### src/rtl/ia_operand_fetch.sv
// ia_operand_fetch
//   Operand fetch stage in front of the u32 adder. Takes one decoded adder
//   instruction per cycle and resolves each operand (immediate or register)
//   to a 32-bit value. Register values come from the register file read
//   ports, or are forwarded from the same-cycle writeback. The stage also
//   evaluates the single-flag condition and holds back instructions that
//   touch a register with a write still pending (busy scoreboard).
//   The result is registered into a valid/ready slot for the adder.
//
// Ports
//   clk, rst              clock, synchronous active-high reset
//   in_valid / in_ready   instruction handshake from decode
//   in_op1_imm, in_op1    operand 1: immediate flag + value/register address
//   in_op2_imm, in_op2    operand 2: same
//   in_dest, in_fsel      destination register, condition flag selector
//   flags                 current condition flags
//   rf_raddrN / rf_rdataN combinational register file read ports
//   wb_valid/addr/data    writeback port (clears busy, forwarding source)
//   out_valid / out_ready handshake to the adder
//   out_a, out_b          resolved operands
//   out_dest, out_cond    destination and condition result
//   stall_cnt             saturating count of hazard-stall cycles
module ia_operand_fetch #(
  parameter int DATA_W    = 32,
  parameter int NUM_REGS  = 16,
  parameter int ADDR_W    = 4,
  parameter int NUM_FLAGS = 8,
  parameter int FSEL_W    = 4
) (
  input  logic                 clk,
  input  logic                 rst,
  input  logic                 in_valid,
  output logic                 in_ready,
  input  logic                 in_op1_imm,
  input  logic [DATA_W-1:0]    in_op1,
  input  logic                 in_op2_imm,
  input  logic [DATA_W-1:0]    in_op2,
  input  logic [ADDR_W-1:0]    in_dest,
  input  logic [FSEL_W-1:0]    in_fsel,
  input  logic [NUM_FLAGS-1:0] flags,
  output logic [ADDR_W-1:0]    rf_raddr1,
  input  logic [DATA_W-1:0]    rf_rdata1,
  output logic [ADDR_W-1:0]    rf_raddr2,
  input  logic [DATA_W-1:0]    rf_rdata2,
  input  logic                 wb_valid,
  input  logic [ADDR_W-1:0]    wb_addr,
  input  logic [DATA_W-1:0]    wb_data,
  output logic                 out_valid,
  input  logic                 out_ready,
  output logic [DATA_W-1:0]    out_a,
  output logic [DATA_W-1:0]    out_b,
  output logic [ADDR_W-1:0]    out_dest,
  output logic                 out_cond,
  output logic [15:0]          stall_cnt
);

  // Immediate wins, then the in-flight writeback, then the register file.
  function automatic logic [DATA_W-1:0] sel_operand(
    input logic              imm,
    input logic [DATA_W-1:0] op,
    input logic              hit,
    input logic [DATA_W-1:0] fwd,
    input logic [DATA_W-1:0] rdata
  );
    logic [DATA_W-1:0] v;
    if (imm)      v = op;
    else if (hit) v = fwd;
    else          v = rdata;
    return v;
  endfunction

  // All-ones selector means "always"; selectors beyond the flag count are
  // never true.
  function automatic logic eval_cond(
    input logic [FSEL_W-1:0]    fsel,
    input logic [NUM_FLAGS-1:0] f
  );
    logic c;
    c = (fsel == {FSEL_W{1'b1}});
    for (int i = 0; i < NUM_FLAGS; i++) begin
      if (fsel == FSEL_W'(i) && f[i]) c = 1'b1;
    end
    return c;
  endfunction

  logic [NUM_REGS-1:0] r_busy;
  logic [NUM_REGS-1:0] w_busy_nxt;
  logic                r_vld_p1;
  logic [DATA_W-1:0]   r_a_p1;
  logic [DATA_W-1:0]   r_b_p1;
  logic [ADDR_W-1:0]   r_dest_p1;
  logic                r_cond_p1;
  logic [15:0]         r_stall_cnt;

  logic [ADDR_W-1:0]   w_raddr1_p0;
  logic [ADDR_W-1:0]   w_raddr2_p0;
  logic                w_hit1_p0;
  logic                w_hit2_p0;
  logic                w_hitd_p0;
  logic                w_hazard_p0;
  logic                w_accept_p0;
  logic                w_cond_p0;
  logic [DATA_W-1:0]   w_a_p0;
  logic [DATA_W-1:0]   w_b_p0;

  // ---- stage p0: resolve operands, hazard check, condition ----
  assign w_raddr1_p0 = in_op1[ADDR_W-1:0];
  assign w_raddr2_p0 = in_op2[ADDR_W-1:0];
  assign rf_raddr1   = w_raddr1_p0;
  assign rf_raddr2   = w_raddr2_p0;

  assign w_hit1_p0 = wb_valid && (wb_addr == w_raddr1_p0);
  assign w_hit2_p0 = wb_valid && (wb_addr == w_raddr2_p0);
  assign w_hitd_p0 = wb_valid && (wb_addr == in_dest);

  // A register whose pending write lands this very cycle is not a hazard:
  // the value is forwarded and its busy bit clears at this edge.
  assign w_hazard_p0 = in_valid &&
                       ((!in_op1_imm && r_busy[w_raddr1_p0] && !w_hit1_p0) ||
                        (!in_op2_imm && r_busy[w_raddr2_p0] && !w_hit2_p0) ||
                        (r_busy[in_dest] && !w_hitd_p0));

  assign in_ready    = !rst && !w_hazard_p0 && (!r_vld_p1 || out_ready);
  assign w_accept_p0 = in_valid && in_ready;

  assign w_cond_p0 = eval_cond(in_fsel, flags);
  assign w_a_p0    = sel_operand(in_op1_imm, in_op1, w_hit1_p0, wb_data, rf_rdata1);
  assign w_b_p0    = sel_operand(in_op2_imm, in_op2, w_hit2_p0, wb_data, rf_rdata2);

  // Clear first, then set, so a same-address set in the same cycle wins.
  always_comb begin
    w_busy_nxt = r_busy;
    if (wb_valid) w_busy_nxt[wb_addr] = 1'b0;
    if (w_accept_p0 && w_cond_p0) w_busy_nxt[in_dest] = 1'b1;
  end

  // ---- stage p1: output slot to the adder ----
  always_ff @(posedge clk) begin
    if (rst) begin
      r_vld_p1    <= 1'b0;
      r_a_p1      <= '0;
      r_b_p1      <= '0;
      r_dest_p1   <= '0;
      r_cond_p1   <= 1'b0;
      r_busy      <= '0;
      r_stall_cnt <= '0;
    end else begin
      if (w_accept_p0) begin
        r_vld_p1  <= 1'b1;
        r_a_p1    <= w_a_p0;
        r_b_p1    <= w_b_p0;
        r_dest_p1 <= in_dest;
        r_cond_p1 <= w_cond_p0;
      end else if (out_ready) begin
        r_vld_p1  <= 1'b0;
      end
      r_busy <= w_busy_nxt;
      if (w_hazard_p0 && (r_stall_cnt != 16'hFFFF)) begin
        r_stall_cnt <= r_stall_cnt + 16'd1;
      end
    end
  end

  assign out_valid = r_vld_p1;
  assign out_a     = r_a_p1;
  assign out_b     = r_b_p1;
  assign out_dest  = r_dest_p1;
  assign out_cond  = r_cond_p1;
  assign stall_cnt = r_stall_cnt;

endmodule

### config.mk
export PLATFORM = sky130hd
export DESIGN_NAME = ia_operand_fetch
export DESIGN_NICKNAME = d
export VERILOG_FILES = /design/src/rtl/ia_operand_fetch.sv
export SDC_FILE = /design/constraint.sdc
export NUM_CORES = 1
export LEC_CHECK = 0
export CAP_MARGIN = 25
export CORE_MARGIN = 5
export CORE_UTILIZATION = 35
export DETAILED_ROUTE_END_ITERATION = 10
export PLACE_DENSITY = 0.8
export SLEW_MARGIN = 20
export SYNTH_ARGS = -nofsm -noshare
export SYNTH_HDL_FRONTEND = slang
export SYNTH_SLANG_ARGS = --single-unit
export TNS_END_PERCENT = 1
### constraint.sdc
create_clock -name clk -period 3.3 [get_ports clk]
set_input_delay 0.825 -clock clk [delete_from_list [all_inputs] [get_ports clk]]
set_output_delay 0.825 -clock clk [all_outputs]
set_load 0.02 [all_outputs]
# Yosys cells after proc, flatten, opt, wreduce, memory -nomap -nowiden
# Index checks and enable logic that the tools add are counted.
[word_totals] ff_bits=102 wordCells=92 input_bits=187
[classes] n_bitwise=3 add_sub_neg=1 reduce_logical=37 mux=26 n_eq_ne=12 order_cmp=6
[ops] operator="$mux W32" count=4
[ops] operator="$mux W16" count=2
[ops] operator="$logic_and A1 B1 Y1" count=24
[ops] operator="$lt A4 B5 Y1 const B" count=4
[ops] operator="$add A16 B1 Y16 const B" count=1
[ops] operator="$and A16 B16 Y16" count=1
[ops] operator="$eq A4 B3 Y1 const B" count=4
[ops] operator="$ne A16 B16 Y1 const B" count=1
[ops] operator="$not A16 Y16" count=1
[ops] operator="$or A16 B16 Y16" count=1
[ops] operator="$mux W1" count=15
[ops] operator="$bmux W1 S4" count=3
[ops] operator="$eq A4 B4 Y1" count=3
[ops] operator="$demux W1 S4" count=2
[ops] operator="$eq A4 B2 Y1 const B" count=2
[ops] operator="$ge A4 B1 Y1 const B" count=2
[ops] operator="$logic_not A1 Y1" count=8
[ops] operator="$eq A4 B1 Y1 const B" count=1
[ops] operator="$eq A4 B4 Y1 const B" count=1
[ops] operator="$logic_not A4 Y1" count=1
[ops] operator="$logic_or A1 B1 Y1" count=3
[ops] operator="$reduce_bool A2 Y1" count=1

# Logic depth before layout (Yosys ltp)
[logic_depth] ltp_word=13 mapped_depth=12

# Worst setup path after synthesis
# OpenSTA, ideal clock, no wires.
[synth_path] path_type="input to output" startpoint="in in_op1[0]" endpoint="out in_ready" t_arrival_ns=2.367 slack_ns=0.108 path_stages=6 required_ns=2.475 cell_sequence="buf_4 > mux4_2 > mux4_2 > o2111a_1 > inv_2 > and3_1"
[synth_between] elab_chain_cells=10 elab_cells_between_ends=13 classes_between="1 x eq/ne; 2 x mux; 10 x reduce/logical"
[synth_rtl] item="start: declaration" line="35" rtl="input logic [DATA_W-1:0] in_op1,"
[synth_rtl] item="$bmux W1 S4 / $eq A4 B4 Y1 (equally long branches)" line="119, 112"
[synth_rtl] item="$mux W1 (implied by the code) / $logic_and A1 B1 Y1 (equally long branches)" line="119, 112"
[synth_rtl] item="$logic_and A1 B1 Y1 / $logic_not A1 Y1 (equally long branches)" line="119" rtl="((!in_op1_imm && r_busy[w_raddr1_p0] && !w_hit1_p0) ||"
[synth_rtl] item="$logic_and A1 B1 Y1 (*)" line="119"
[synth_rtl] item="$logic_or A1 B1 Y1 (*)" line="119"
[synth_rtl] item="$logic_or A1 B1 Y1 (*)" line="120" rtl="(!in_op2_imm && r_busy[w_raddr2_p0] && !w_hit2_p0) ||"
[synth_rtl] item="$logic_and A1 B1 Y1 (*)" line="118" rtl="assign w_hazard_p0 = in_valid &&"
[synth_rtl] item="$logic_not A1 Y1 (*)" line="123" rtl="assign in_ready = !rst && !w_hazard_p0 && (!r_vld_p1 || out_ready);"
[synth_rtl] item="$logic_and A1 B1 Y1 (*) (2 in a row)" line="123"
[synth_rtl] item="end: declaration" line="33" rtl="output logic in_ready,"
# Every way passes the cells marked *; elsewhere a longest branch is shown, timed or not. The select of a mux whose other input is x is not followed.

# Final worst setup path
[layout_path] startpoint="in in_dest[3]" endpoint="out in_ready"
[layout_between] elab_chain_cells=9 elab_cells_between_ends=11 classes_between="1 x eq/ne; 2 x mux; 8 x reduce/logical"
[layout_rtl] item="start: declaration" line="38" rtl="input logic [ADDR_W-1:0] in_dest,"
[layout_rtl] item="branches (longest 3 deep; another with $bmux W1 S4)"
[layout_rtl] item="$logic_and A1 B1 Y1 (*)" line="121" rtl="(r_busy[in_dest] && !w_hitd_p0));"
[layout_rtl] item="$logic_or A1 B1 Y1 (*)" line="120"
[layout_rtl] item="$logic_and A1 B1 Y1 (*)" line="118"
[layout_rtl] item="$logic_not A1 Y1 (*)" line="123"
[layout_rtl] item="$logic_and A1 B1 Y1 (*) (2 in a row)" line="123"
# Every way passes the cells marked *. The select of a mux whose other input is x is not followed.

==> metrics <==
status=completed; vias in the first global route=6131; die area=19600 sq um; largest net degree at the start of global routing=87; startpoint types=input port; CP Max Fanout=5; number of hold violations in the final report=0; crit path buf inv count=2; syn_area_per_cell=7.70 sq um; Num Clock Sinks=102; CP endpoint kind=output port; # IOs=282; 1st-pass router iterations=5; Placed Cells incl. Taps=1260; pre-CTS setup slack=-0.966 ns; Post-Syn Area=5910 sq um; Residual DRC=0; clock root cell=clkbuf_16; routability-driven placement congestion ratio=just under 1; final wirelength=21.6 mm; Final ANT Viol Nets=0; Worst-Margin Slew=0.958 ns; DRT iter0 DRCs=315; final core occ=0.572; WL/cell=16.9 um; Max-cap violations=0; count of cell types in the netlist=46; Worst path max stage delay=0.51 ns; total power=between 3 and 4 mW; total CTS buffers=9; top-area cell type share of the netlist area=0.346; WP depth=7; Setup-failing EPs final=0; most common cell in the netlist=nand2_1; Final Max Slew Viols=0; Via density=~5; syn nets=955; Overflow after GRT=0; area growth from synthesis to layout=60.5%; number of synthesized register bits=102; area occupied by multi-input gates=between 3000 and 4000 sq um; # hold bufs at CTS=0; sequential area share after synthesis=0.346; R2R depth=12; TNS Setup=0 ns; worst-case clock buffer depth=2; Reg clk slew, reported paths=0.06 ns; Tcrit/Tclk final=0.987; PwrDens=approximately 330 nW/um^2; nets=1242; Slowest cell on crit path=clkdlybuf4s50_1; hold-critical path depth=2; crit path DAT=2.43 ns; row count=between 40 and 50; largest cells by area after synthesis=dfxtp_1 (35%), nand2_1 (14%), mux2i_1 (12%), a21oi_1 (6.6%), o21ai_0 (6.0%); DP Area=between 9000 and 10000 sq um; fin worst setup slack=0.0428 ns; chip height=140 um; non-filler instance count after layout=1279; Fill cells=1496; cell taking the most area after synthesis=dfxtp_1; hold slack=0.452 ns; share of layout cells above drive strength 1=0.109; Worst VDD drop=0.313 mV; worst skew pair latency=0.34 ns; Hold Path Class=flop to flop; Synth top cells by count=nand2_1 (221), dfxtp_1 (102), a21oi_1 (78); WP data required=2.47 ns; initial antenna violation count=0; # port buffers=281; RSZ-0062 raised after global routing=yes; Via Count=6481; starting density of the core=0.356; Core Area=16600 sq um; Async S/R FF share, synth=0; Primary FF master, synth=dfxtp_1; H-tree depth=3; DIE WIDTH=140 um; Final Cell Area=9480 sq um; register area=2040 sq um; minimum clock period=about 3.3 ns; first-pass GRT wire length=33.1 mm; CTS tree=yes; ANT cells=0; All-Layer GR Usage=0.208; Final HPWL DP=16.5 mm; Syn. warnings=0; EDFF count, synth=0; CP delay by family, top=buffers and inverters; Leak=3.35 nW; WS Path Type=input port to output port; Post-Synthesis Cells=767; Clock Skews=0.00757 ns; Slew headroom=0.361; crit-path cells=clkdlybuf4s50_1 > xor2_1 > nor3_1 > a31oi_1 > a32oi_2 > and3_4 > buf_6; f_max=307 MHz
kinds of logic (layout without fill, tap and decap cells):
family,Yosys count,count (layout),synth area share
simple gates,293,293,0.209
compound gates,195,195,0.186
flops,102,102,0.346
mux,85,85,0.174
buf+inv,78,370,0.0640
xor+xnor,13,13,0.0193
fa+ha+maj,1,1,0.00212
worst paths after layout:
check / start / end / slack [ns]
setup / recovery: in_dest[3] / in_ready / 0.04
setup reg to reg: r_busy[13] / out_a[24] / 0.43
hold reg to reg: out_a[16] / out_a[16] / 0.45
hold / removal: out_a[16] / out_a[16] / 0.45
registers in the layout (all words and copies together) (netlist names):
name,count
out_a,32
out_b,32
out_cond,1
out_dest,4
out_valid,1
r_busy,16
stall_cnt,16
where the power goes:
part	total, mW	switching (mW)	leakage [nW]	internal [mW]
sequential	1.29	0.0212	0.829	1.27
clock	1.06	0.469	0.140	0.591
combinational	0.752	0.344	2.38	0.408
total	3.11	0.834	3.35	2.27
layer usage:
layer	GRT usage	part of all wire	up-vias
li1	-	-	3235
met1	0.261	0.42	2961
met2	0.361	0.49	258
met3	0.0453	0.072	27
met4	0.0566	0.016	0
met5	0	0	-
worst reg2reg max path, delay by kind of cell, from the launching register on:
kind	cells	cell delay, ns
DFF	1	0.37
buffers and inverters	6	0.80
AOI/OAI and AO/OA	2	0.27
and+or+nand+nor	2	0.42
muxes	2	0.94
area by class of cell:
type	count	share of cell area
flip-flops and latches	102	0.215
well taps	220	0.0290
inverters	9	0.00356
clock buffers	11	0.0245
repair buffers	345	0.350
multi-input cells	587	0.372
clock inverters	5	0.00633
layout by cell type, fill, tap and decap left out, types with 4 or more instances in the layout:
master,netlist,layout
dfxtp_1,102,102
xnor2_1,6,6
o31ai_1,7,7
mux2i_1,69,69
o211ai_1,10,10
o21ai_0,71,71
nand3b_1,6,6
o21ai_1,9,9
o21a_1,4,4
xor2_1,7,7
or4_1,5,5
a21oi_1,78,78
nand2_1,221,221
buf_4,15,59
inv_1,8,8
clkbuf_16,0,9
dlygate4sd2_1,0,4
nand3_1,19,19
nor2b_1,5,5
clkdlybuf4s50_1,0,267
nor3_1,6,5
o311ai_0,4,4
buf_2,17,5
nor2_1,15,14
mux4_2,14,14
what timing repair did:
action	in CTS	in global routing
gates resized for setup	30	9
pin swaps	4	0
endpoints found under the setup margin	36	42
setup buffers	4	0
Power figures use the tool's default switching activity.
